===== src/rtl/decode_stage_pipe.sv =====
// RV32I decoder registered as the ID/EX pipeline stage.
// Valid/ready output register with a one-bubble load-use stall, flush and illegal-instruction flagging.
module decode_stage_pipe #(
    parameter int ADDRR_BITS = 16,
    parameter int CNT_BITS   = 16,
    parameter int ALU_W      = 4
) (
    input  logic                  clk_i,
    input  logic                  rst_i,
    input  logic                  in_valid_i,
    output logic                  in_ready_o,
    input  logic [31:0]           instr_i,
    input  logic [ADDRR_BITS-1:0] pc_i,
    input  logic                  flush_i,
    output logic                  out_valid_o,
    input  logic                  out_ready_i,
    output logic [4:0]            rd_o,
    output logic [4:0]            rs1_o,
    output logic [4:0]            rs2_o,
    output logic                  reg_write_en_o,
    output logic                  mem_write_en_o,
    output logic                  mem_read_en_o,
    output logic                  op_b_sel_o,
    output logic                  data_to_reg_o,
    output logic [ALU_W-1:0]      alu_cntrl_o,
    output logic [2:0]            br_func_o,
    output logic                  is_branch_o,
    output logic                  is_jump_o,
    output logic [31:0]           imm_o,
    output logic [ADDRR_BITS-1:0] target_pc_o,
    output logic [ADDRR_BITS-1:0] pc_out_o,
    output logic                  illegal_o,
    output logic [CNT_BITS-1:0]   decoded_count_o
);

    localparam logic [6:0] OP_R      = 7'b0110011;
    localparam logic [6:0] OP_I      = 7'b0010011;
    localparam logic [6:0] OP_LOAD   = 7'b0000011;
    localparam logic [6:0] OP_STORE  = 7'b0100011;
    localparam logic [6:0] OP_BRANCH = 7'b1100011;
    localparam logic [6:0] OP_LUI    = 7'b0110111;
    localparam logic [6:0] OP_JAL    = 7'b1101111;
    localparam logic [6:0] OP_JALR   = 7'b1100111;
    localparam logic [6:0] F7_ZERO   = 7'b0000000;
    localparam logic [6:0] F7_ALT    = 7'b0100000;

    localparam logic [ALU_W-1:0] ALU_ADD   = ALU_W'(0);
    localparam logic [ALU_W-1:0] ALU_SUB   = ALU_W'(1);
    localparam logic [ALU_W-1:0] ALU_AND   = ALU_W'(2);
    localparam logic [ALU_W-1:0] ALU_OR    = ALU_W'(3);
    localparam logic [ALU_W-1:0] ALU_XOR   = ALU_W'(4);
    localparam logic [ALU_W-1:0] ALU_SLT   = ALU_W'(5);
    localparam logic [ALU_W-1:0] ALU_SLTU  = ALU_W'(6);
    localparam logic [ALU_W-1:0] ALU_SLL   = ALU_W'(7);
    localparam logic [ALU_W-1:0] ALU_SRL   = ALU_W'(8);
    localparam logic [ALU_W-1:0] ALU_SRA   = ALU_W'(9);
    localparam logic [ALU_W-1:0] ALU_PASSB = ALU_W'(10);

    logic [6:0] opcode;
    logic [2:0] funct3;
    logic [6:0] funct7;
    logic [4:0] rd_in, rs1_in, rs2_in;

    assign opcode = instr_i[6:0];
    assign funct3 = instr_i[14:12];
    assign funct7 = instr_i[31:25];
    assign rd_in  = instr_i[11:7];
    assign rs1_in = instr_i[19:15];
    assign rs2_in = instr_i[24:20];

    logic [31:0] imm_i_w, imm_s_w, imm_b_w, imm_u_w, imm_j_w;

    assign imm_i_w = {{20{instr_i[31]}}, instr_i[31:20]};
    assign imm_s_w = {{20{instr_i[31]}}, instr_i[31:25], instr_i[11:7]};
    assign imm_b_w = {{19{instr_i[31]}}, instr_i[31], instr_i[7], instr_i[30:25], instr_i[11:8], 1'b0};
    assign imm_u_w = {instr_i[31:12], 12'b0};
    assign imm_j_w = {{11{instr_i[31]}}, instr_i[31], instr_i[19:12], instr_i[20], instr_i[30:21], 1'b0};

    logic                  reg_write_en_d, mem_write_en_d, mem_read_en_d;
    logic                  op_b_sel_d, data_to_reg_d, is_branch_d, is_jump_d, illegal_d;
    logic [ALU_W-1:0]      alu_cntrl_d;
    logic [31:0]           imm_d;
    logic [ADDRR_BITS-1:0] target_pc_d;

    always_comb begin
        reg_write_en_d = 1'b0;
        mem_write_en_d = 1'b0;
        mem_read_en_d  = 1'b0;
        op_b_sel_d     = 1'b0;
        data_to_reg_d  = 1'b0;
        is_branch_d    = 1'b0;
        is_jump_d      = 1'b0;
        illegal_d      = 1'b0;
        alu_cntrl_d    = ALU_ADD;
        imm_d          = 32'd0;
        target_pc_d    = '0;
        unique case (opcode)
            OP_R: begin
                reg_write_en_d = 1'b1;
                illegal_d = !((funct7 == F7_ZERO) ||
                              ((funct7 == F7_ALT) && ((funct3 == 3'b000) || (funct3 == 3'b101))));
                case (funct3)
                    3'b000:  alu_cntrl_d = funct7[5] ? ALU_SUB : ALU_ADD;
                    3'b001:  alu_cntrl_d = ALU_SLL;
                    3'b010:  alu_cntrl_d = ALU_SLT;
                    3'b011:  alu_cntrl_d = ALU_SLTU;
                    3'b100:  alu_cntrl_d = ALU_XOR;
                    3'b101:  alu_cntrl_d = funct7[5] ? ALU_SRA : ALU_SRL;
                    3'b110:  alu_cntrl_d = ALU_OR;
                    default: alu_cntrl_d = ALU_AND;
                endcase
            end
            OP_I: begin
                reg_write_en_d = 1'b1;
                op_b_sel_d     = 1'b1;
                imm_d          = imm_i_w;
                case (funct3)
                    3'b000:  alu_cntrl_d = ALU_ADD;
                    3'b001: begin
                        alu_cntrl_d = ALU_SLL;
                        illegal_d   = (funct7 != F7_ZERO);
                    end
                    3'b010:  alu_cntrl_d = ALU_SLT;
                    3'b011:  alu_cntrl_d = ALU_SLTU;
                    3'b100:  alu_cntrl_d = ALU_XOR;
                    3'b101: begin
                        alu_cntrl_d = funct7[5] ? ALU_SRA : ALU_SRL;
                        illegal_d   = (funct7 != F7_ZERO) && (funct7 != F7_ALT);
                    end
                    3'b110:  alu_cntrl_d = ALU_OR;
                    default: alu_cntrl_d = ALU_AND;
                endcase
            end
            OP_LOAD: begin
                reg_write_en_d = 1'b1;
                op_b_sel_d     = 1'b1;
                mem_read_en_d  = 1'b1;
                data_to_reg_d  = 1'b1;
                imm_d          = imm_i_w;
            end
            OP_STORE: begin
                mem_write_en_d = 1'b1;
                op_b_sel_d     = 1'b1;
                imm_d          = imm_s_w;
            end
            OP_BRANCH: begin
                is_branch_d = 1'b1;
                imm_d       = imm_b_w;
                target_pc_d = pc_i + imm_b_w[ADDRR_BITS-1:0];
                case (funct3)
                    3'b000, 3'b001: alu_cntrl_d = ALU_SUB;
                    3'b100, 3'b101: alu_cntrl_d = ALU_SLT;
                    3'b110, 3'b111: alu_cntrl_d = ALU_SLTU;
                    default:        illegal_d   = 1'b1;
                endcase
            end
            OP_LUI: begin
                reg_write_en_d = 1'b1;
                op_b_sel_d     = 1'b1;
                alu_cntrl_d    = ALU_PASSB;
                imm_d          = imm_u_w;
            end
            OP_JAL: begin
                reg_write_en_d = 1'b1;
                is_jump_d      = 1'b1;
                imm_d          = imm_j_w;
                target_pc_d    = pc_i + imm_j_w[ADDRR_BITS-1:0];
            end
            OP_JALR: begin
                reg_write_en_d = 1'b1;
                is_jump_d      = 1'b1;
                op_b_sel_d     = 1'b1;
                imm_d          = imm_i_w;
            end
            default: illegal_d = 1'b1;
        endcase
        if (illegal_d) begin
            reg_write_en_d = 1'b0;
            mem_write_en_d = 1'b0;
            mem_read_en_d  = 1'b0;
            is_branch_d    = 1'b0;
            is_jump_d      = 1'b0;
        end
        if (rd_in == 5'd0) reg_write_en_d = 1'b0;
    end

    logic                  out_valid_q, reg_write_en_q, mem_write_en_q, mem_read_en_q;
    logic                  op_b_sel_q, data_to_reg_q, is_branch_q, is_jump_q, illegal_q;
    logic [4:0]            rd_q, rs1_q, rs2_q;
    logic [ALU_W-1:0]      alu_cntrl_q;
    logic [2:0]            br_func_q;
    logic [31:0]           imm_q;
    logic [ADDRR_BITS-1:0] target_pc_q, pc_q;
    logic [CNT_BITS-1:0]   cnt_q;

    logic uses_rs1, uses_rs2, hazard, adv, accept;

    assign uses_rs1 = (opcode != OP_LUI) && (opcode != OP_JAL);
    assign uses_rs2 = (opcode == OP_R) || (opcode == OP_STORE) || (opcode == OP_BRANCH);
    // The load in the output register cannot forward its data until it has left this stage.
    assign hazard   = out_valid_q && mem_read_en_q && (rd_q != 5'd0) &&
                      ((uses_rs1 && (rs1_in == rd_q)) || (uses_rs2 && (rs2_in == rd_q)));
    assign adv        = !out_valid_q || out_ready_i;
    assign in_ready_o = adv && !hazard && !flush_i && !rst_i;
    assign accept     = in_valid_i && in_ready_o;

    always_ff @(posedge clk_i) begin
        if (rst_i) begin
            out_valid_q    <= 1'b0;
            rd_q           <= '0;
            rs1_q          <= '0;
            rs2_q          <= '0;
            reg_write_en_q <= 1'b0;
            mem_write_en_q <= 1'b0;
            mem_read_en_q  <= 1'b0;
            op_b_sel_q     <= 1'b0;
            data_to_reg_q  <= 1'b0;
            alu_cntrl_q    <= '0;
            br_func_q      <= '0;
            is_branch_q    <= 1'b0;
            is_jump_q      <= 1'b0;
            imm_q          <= '0;
            target_pc_q    <= '0;
            pc_q           <= '0;
            illegal_q      <= 1'b0;
            cnt_q          <= '0;
        end else if (flush_i) begin
            out_valid_q <= 1'b0;
        end else if (adv) begin
            out_valid_q <= accept;
            if (accept) begin
                rd_q           <= rd_in;
                rs1_q          <= rs1_in;
                rs2_q          <= rs2_in;
                reg_write_en_q <= reg_write_en_d;
                mem_write_en_q <= mem_write_en_d;
                mem_read_en_q  <= mem_read_en_d;
                op_b_sel_q     <= op_b_sel_d;
                data_to_reg_q  <= data_to_reg_d;
                alu_cntrl_q    <= alu_cntrl_d;
                br_func_q      <= funct3;
                is_branch_q    <= is_branch_d;
                is_jump_q      <= is_jump_d;
                imm_q          <= imm_d;
                target_pc_q    <= target_pc_d;
                pc_q           <= pc_i;
                illegal_q      <= illegal_d;
                cnt_q          <= cnt_q + CNT_BITS'(1);
            end
        end
    end

    assign out_valid_o     = out_valid_q;
    assign rd_o            = rd_q;
    assign rs1_o           = rs1_q;
    assign rs2_o           = rs2_q;
    assign reg_write_en_o  = reg_write_en_q;
    assign mem_write_en_o  = mem_write_en_q;
    assign mem_read_en_o   = mem_read_en_q;
    assign op_b_sel_o      = op_b_sel_q;
    assign data_to_reg_o   = data_to_reg_q;
    assign alu_cntrl_o     = alu_cntrl_q;
    assign br_func_o       = br_func_q;
    assign is_branch_o     = is_branch_q;
    assign is_jump_o       = is_jump_q;
    assign imm_o           = imm_q;
    assign target_pc_o     = target_pc_q;
    assign pc_out_o        = pc_q;
    assign illegal_o       = illegal_q;
    assign decoded_count_o = cnt_q;

endmodule

===== config.mk =====
export PLATFORM = sky130hd
export DESIGN_NAME = decode_stage_pipe
export DESIGN_NICKNAME = d
export VERILOG_FILES = /design/src/rtl/decode_stage_pipe.sv
export SDC_FILE = /design/constraint.sdc
export NUM_CORES = 1
export LEC_CHECK = 0
export ABC_CLOCK_PERIOD_IN_PS = 10300
export BUFFER_PORTS_ARGS = -buffer_cell sky130_fd_sc_hd__buf_4
export CORE_UTILIZATION = 40
export CTS_BUF_LIST = sky130_fd_sc_hd__clkbuf_4
export DETAILED_ROUTE_END_ITERATION = 8
export GPL_TIMING_DRIVEN = 0
export SYNTH_ARGS = -nofsm -noshare
export SYNTH_HDL_FRONTEND = slang
export SYNTH_SLANG_ARGS = --single-unit

===== constraint.sdc =====
create_clock -name clk_i -period 10.3 [get_ports clk_i]
set_clock_uncertainty 0.1 [all_clocks]
set_input_delay 1.03 -clock clk_i [delete_from_list [all_inputs] [get_ports clk_i]]
set_output_delay 1.03 -clock clk_i [all_outputs]
set_load 0.02 [all_outputs]

==> results of run 1 <==
-- metrics by stage --
stage                     worst slack (ps)  area, um2  hold WS, ps
after floorplan                       6260       5550          429
after global placement                5430       6980          344
after detailed placement              5500       6980          349
after CTS                             6050       7110          369
after global routing                  5680       7110          387
final                                 5940       7110          366
-- layout by cell type (no fill, tap or decap), types with 3 or more instances in the layout --
cell and n:
a221oi_1 5, o22ai_1 3, a21oi_1 85, o211ai_1 7, nand2b_1 9, buf_2 15
ha_1 15, or4_1 5, nor4_1 3, nor3_1 33, buf_4 167, a211oi_1 25
buf_6 3, a311oi_1 3, dfxtp_1 111, and2_1 5, inv_1 13, a31o_2 3
xnor2_1 19, xor2_1 4, nand2_1 142, clkbuf_1 18, o31ai_1 3, clkbuf_4 9
and3_1 9, nand3_1 23, nor2_1 61, or3_1 10, nand4_1 8, o21ai_0 23
nor2b_1 5
-- cells by family (layout without fill, tap and decap cells) --
group	count (synthesis)	after routing	share of synthesized area, %
AO/OA/AOI/OAI	178	178	20.0
XOR/XNOR	23	23	3.63
adder cells (fa/ha/maj)	16	16	3.74
buffers and inverters	55	232	4.87
flip-flops	111	111	40.0
multiplexers	4	4	0.766
other	0	2	0
AND/OR/NAND/NOR	324	324	26.9
-- worst paths after layout --
path,to,cells after the start,start
worst max register to register,imm_o[26],9,rd_o[1]
worst max-delay path,target_pc_o[15],14,instr_i[5]
worst min register to register,data_to_reg_o,2,data_to_reg_o
worst min-delay path,data_to_reg_o,2,data_to_reg_o
-- sequential cells by signal, indices dropped and copies added (netlist names), 3 cells and up --
name             flops
imm_o               32
rs2_o                5
alu_cntrl_o          4
pc_out_o            16
rs1_o                5
decoded_count_o     16
target_pc_o         16
br_func_o            3
rd_o                 5
-- cell type report --
cell class,count,area [um2],area share [%]
plain buffers,42,221,3.11
well taps,176,220,3.10
multi-input cells,545,3060,43.0
flip-flops and latches,111,2220,31.3
clock inverters,7,58.8,0.827
clock buffers,9,67.6,0.950
repair buffers,161,1210,17.0
diodes,2,5.00,0.0704
inverters,13,48.8,0.686
-- worst min-delay path: cells and delay by family, from the launching register on --
family	cells	cell delay (ps)
AOI/OAI and AO/OA	1	50
DFF	1	340
and+or+nand+nor	1	50
-- routing by layer --
metal	global-route usage, %	up-vias	wire (um)
met4	9.77	0	378
met3	3.61	21	1060
met2	44.6	203	9260
met1	38.1	2827	9000
li1	-	2870	-
met5	0	-	0
-- power breakdown --
part	leakage, nW	internal [mW]	switching (mW)	total, mW
clock network	0.0667	0.0521	0.161	0.213
logic	1.93	0.0646	0.0986	0.163
registers	0.900	0.441	0.00757	0.448
==> qor.csv, run 1 <==
stage,metric,value,unit
logic_synthesis,ys_seq_elements,111,
timing,setup_viol_count_final,0,
detailed_routing,post_drt_wl_per_cell,18.5,um
pwr,p_leak,2.89,nW
place,place_hpwl,15300,um
die,die_x,120,um
clocking,cts_buffer_depth,2,
logic_synthesis,synthesis.area,0.00555,mm2
outcome,outcome,"finished, final reports clean",
logic_synthesis,ys_top_cells_by_count,"nand2_1, dfxtp_1, a21oi_1",
logic_synthesis,synth_top_area_share,40.0,%
clocking,clk_pin_slew,170,ps
die,std_cell_rows,42,
setup_path,cp.required,10630,ps
logic_synthesis,synth_nets,780,
detailed_routing,firstDrtPassIters,5,
timing,rsz0062_at_grt,false,
setup_path,crit_type,input pin to flop,
logic_synthesis,synthDistinctLibCells,58,
detailed_routing,ant_nets,0,
setup_path,cp.arrival,4680,ps
timing,tightest_slew,1000,ps
grt,overflow,0,
grt,grt_pass1_vias,5449,
die,die_area,0.0144,mm2
clocking,numCtsBuffers,9,
detailed_routing,drt_iter0_drc,399,
logic_synthesis,synth_edf_count,0,
timing,fmax,230,MHz
setup_path,r2r_setup_slack,7330,ps
detailed_routing,wl,19700,um
setup_path,crit_family,simple AND/OR/NAND/NOR gates,
detailed_routing,post-route-drc-count,0,
timing,finalCritPeriodShare,42.3,%
die,io_pins,165,
finish,final_cells,1066,
clocking,ctsHoldBuffers,0,
clocking,cts_tree,built,
setup_path,crit_path_cell_trace,clkbuf_1 > nand4b_1 > nor2_1 > nand2_1 > nand2_1 > ha_1 > inv_1 > fa_1 > nand2b_1 > a21oi_1 > o41ai_1 > o21a_1 > a221o_1 > a41o_1,
logic_synthesis,synth_area_leaders,"dfxtp_1, nand2_1, a21oi_1",
logic_synthesis,yosysTopAreaCell,dfxtp_1,
timing,hold_violations,0,
clocking,cts_num_sinks,111,
finish,layout-drive-gt1-share,23.5,%
clocking,htree_levels,3,
job,maxCapViolCount,0,
die,die_y,120,um
logic_synthesis,syn_inst,711,
detailed_routing,via_per_inst,5.55,
timing,period_needed,4360,ps
setup_path,cp-end-kind,flop,
clocking,cts_setup_buffers,0,
logic_synthesis,ys_warn_count,0,
clocking,cts_resized,0,
worst_hold_path,hp-class,flop to flop,
finish,syn_to_final_growth,28.1,%
place,dp.cells,1048,
place,port_buffers,161,
logic_synthesis,synthFlopType,dfxtp_1,
finish,final_nets,952,
setup_path,cp_slowest_cell,nor2_1,
detailed_routing,num_vias,5921,
clocking,insertion_delay,510,ps
clocking,root_buffer,clkbuf_4,
pwr,p_total,824,uW
setup_path,crit_top_cell,nand2_1,
die,core,0.0134,mm2
logic_synthesis,avgSynthCellArea,7.81,um2
logic_synthesis,seq_area_frac_synth,40.0,%
finish,fill_cells,1366,
setup_path,crit_fanout,9,
logic_synthesis,synthArstFlopShare,0,%
finish,fin_util,53.1,%
timing,tns,0,ps
setup_path,crit_buf_inv,2,
setup_path,critical_path.max_stage_delay,590,ps
pwr,ir_worst_vdd,0.0570,mV
timing,slew_headroom,31.5,%
setup_path,worst_setup_path_start_kind,input pin,
timing,slew_violations,0,
die,initial_core_util,41.4,%
grt,grt_usage,27.7,%
pwr,p_per_area,116,mW/mm2
grt,grt_max_degree,20,
grt,antenna_found_initial,1,
logic_synthesis,yosysMostFrequentCell,nand2_1,
grt,grt_first_pass_wirelength,30300,um
place,place.gp.congestion,0.854,
No activity file was read; power rests on OpenSTA's default activity.
==> run 2: changes to the inputs <==
--- a/config.mk
+++ b/config.mk
@@ -5,7 +5,7 @@
 export SDC_FILE = /design/constraint.sdc
 export NUM_CORES = 1
 export LEC_CHECK = 0
-export ABC_CLOCK_PERIOD_IN_PS = 10300
+export ABC_CLOCK_PERIOD_IN_PS = 4500
 export BUFFER_PORTS_ARGS = -buffer_cell sky130_fd_sc_hd__buf_4
 export CORE_UTILIZATION = 40
 export CTS_BUF_LIST = sky130_fd_sc_hd__clkbuf_4
==> constraint.sdc (replaced) <==
create_clock -name clk_i -period 4.5 [get_ports clk_i]
set_clock_uncertainty 0.1 [all_clocks]
set_input_delay 0.45 -clock clk_i [delete_from_list [all_inputs] [get_ports clk_i]]
set_output_delay 0.45 -clock clk_i [all_outputs]
set_load 0.02 [all_outputs]
==> qor.csv, run 2 (synthesis gave the netlist of run 1 again) <==
stage,metric,value,unit,change
finish,final_nets,953,,+0.11%
pwr,ir_worst_vdd,0.130,mV,+130%
setup_path,cp_slowest_cell,nor2_1,,
detailed_routing,met3_wirelength,1190,um,+12%
timing,setup_viol_count_final,0,,unchanged
detailed_routing,via_per_inst,5.53,,-0.43%
setup_path,r2r_start,rd_o[1],,
setup_path,crit_buf_inv,2,,unchanged
grt,grt_first_pass_wirelength,30300,um,about the same
clocking,htree_levels,3,,unchanged
job,maxCapViolCount,0,,unchanged
detailed_routing,wl,19600,um,-0.39%
clocking,root_buffer,clkbuf_4,,
clocking,numCtsBuffers,9,,unchanged
worst_hold_path,hp-class,input pin to flop,,
pwr,p_leak,2.90,nW,+0.14%
clocking,cts_resized,0,,unchanged
grt,grt_max_degree,20,,unchanged
detailed_routing,highest_layer,met4,,
worst_hold_path,hold_end,pc_out_o[5],,
clocking,clk_pin_slew,170,ps,about the same
detailed_routing,wl_met1,8910,um,-1.0%
detailed_routing,route.met2.wl,9150,um,-1.2%
outcome,outcome,"finished, final reports clean",,
clocking,cts_tree,built,,
timing,period_needed,3770,ps,
detailed_routing,post_drt_wl_per_cell,18.4,um,-0.48%
setup_path,r2r_setup_slack,1570,ps,-5760 ps
grt,grt_usage,27.7,%,unchanged
clocking,cts_setup_buffers,0,,unchanged
worst_hold_path,hold_start,pc_i[5],,
grt,overflow,0,,unchanged
timing,hold_violations,0,,unchanged
finish,fill_cells,1366,,unchanged
finish,mostFrequentLayoutCell,buf_4,,
finish,layout-drive-gt1-share,23.5,%,-0.026 points
setup_path,cp-startpoint,instr_i[5],,
grt,grt_pass1_vias,5463,,+0.26%
worst_hold_path,min_path_cells,3,,+1
detailed_routing,num_vias,5901,,-0.34%
die,die_y,120,um,unchanged
setup_path,crit_type,input pin to flop,,
place,dp_slack,284,ps,-5220 ps
finish,final_cell_area,0.00712,mm2,+0.14%
setup_path,reg2regPathDepth,9,,unchanged
timing,tns,0,ps,unchanged
setup_path,cp.required,4820,ps,-5810 ps
setup_path,cp.arrival,4100,ps,-580 ps
timing,slew_headroom,30.5,%,-1.1 points
place,postPlaceCellArea,0.00698,mm2,unchanged
detailed_routing,drt_iter0_drc,379,,-5.0%
die,die_x,120,um,unchanged
finish,final_cell_mix,"buf_4, nand2_1, dfxtp_1, a21oi_1, nor2_1",,
pwr,p_per_area,265,mW/mm2,+130%
clocking,cts_buffer_depth,2,,unchanged
timing,tightest_slew,1040,ps,+35.6 ps
finish,largest_register_ffs,32,,unchanged
setup_path,crit_family,simple AND/OR/NAND/NOR gates,,
timing,slew_violations,0,,unchanged
setup_path,rr_endpoint,imm_o[26],,
setup_path,crit_path_cell_trace,clkbuf_1 > nand4b_1 > nor2_1 > nand2_1 > nand2_1 > ha_1 > inv_1 > fa_1 > nand2b_1 > a21oi_1 > o41ai_1 > o21a_1 > a221o_1 > a41o_1,,
clocking,cts_num_sinks,111,,unchanged
die,std_cell_rows,42,,unchanged
timing,finalCritPeriodShare,83.9,%,
setup_path,cp-end-kind,flop,,
setup_path,worst_setup_path_start_kind,input pin,,
timing,fmax,265,MHz,
die,io_pins,165,,unchanged
setup_path,critical_path.max_stage_delay,590,ps,about the same
pwr,p_total,1.89,mW,+130%
detailed_routing,post-route-drc-count,0,,unchanged
place,place_hpwl,15300,um,unchanged
setup_path,crit_fanout,9,,unchanged
die,initial_core_util,41.4,%,unchanged
place,port_buffers,161,,unchanged
timing,fin_ws,726,ps,-5220 ps
finish,syn_to_final_growth,28.3,%,
die,die_area,0.0144,mm2,unchanged
detailed_routing,firstDrtPassIters,5,,unchanged
die,core,0.0134,mm2,unchanged
place,place.gp.congestion,0.854,,unchanged
setup_path,crit_top_cell,nand2_1,,
clocking,insertion_delay,510,ps,about the same
grt,antenna_found_initial,1,,unchanged
detailed_routing,ant_nets,0,,unchanged
timing,rsz0062_at_grt,false,,
run 2: where the power goes:
part	switching (mW)	internal [mW]	leakage [nW]
registers	0.0173	1.01	0.900
logic	0.226	0.148	1.93
clock network	0.369	0.119	0.0667
run 2: layout make-up:
| type | instances | area (um2) | share of cell area (%) |
|---|---|---|---|
| Tap cell | 176 | 220 | 3.09 |
| Buffer | 42 | 221 | 3.11 |
| Timing Repair Buffer | 162 | 1220 | 17.1 |
| Antenna cell | 2 | 5.00 | 0.0703 |
| Sequential cell | 111 | 2220 | 31.2 |
| Clock inverter | 7 | 58.8 | 0.826 |
| Multi-Input combinational cell | 545 | 3060 | 42.9 |
| Inverter | 13 | 48.8 | 0.685 |
| Clock buffer | 9 | 67.6 | 0.949 |
run 2: metrics by stage:
stage / utilization, % / instances / hold WS, ps
2_1_floorplan: - / 711 / 429
6_report: 53.1 / 1067 / 80.1
3_5_place_dp: 52.1 / 1048 / 349
4_1_cts: 53.1 / 1065 / 51.5
5_1_grt: 53.1 / 1067 / 60.6
3_3_place_gp: 52.1 / 1048 / 344
run 2: worst max-delay path by stage:
stage                            to  cells past startpoint
floorplan           target_pc_o[15]                     14
global placement    target_pc_o[15]                     14
detailed placement  target_pc_o[15]                     14
CTS                 target_pc_o[15]                     14
global route        target_pc_o[15]                     14
finish              target_pc_o[15]                     14
run 2: per-layer routing:
metal / global-route usage, % / vias to the layer above
li1: - / 2871
met3: 3.61 / 21
met2: 44.6 / 211
met5: 0 / -
met4: 9.77 / 0
met1: 38.1 / 2798
run 2: tightest hold or removal path, stage by stage:
cell	delay, ps
buf_4	120
nand2_1	50
a21oi_1	50
run 2: repair_timing:
action,4_1_cts,5_1_grt
setup endpoints to repair,0,0
hold buffers,1,0
endpoints found under the hold margin,1,0
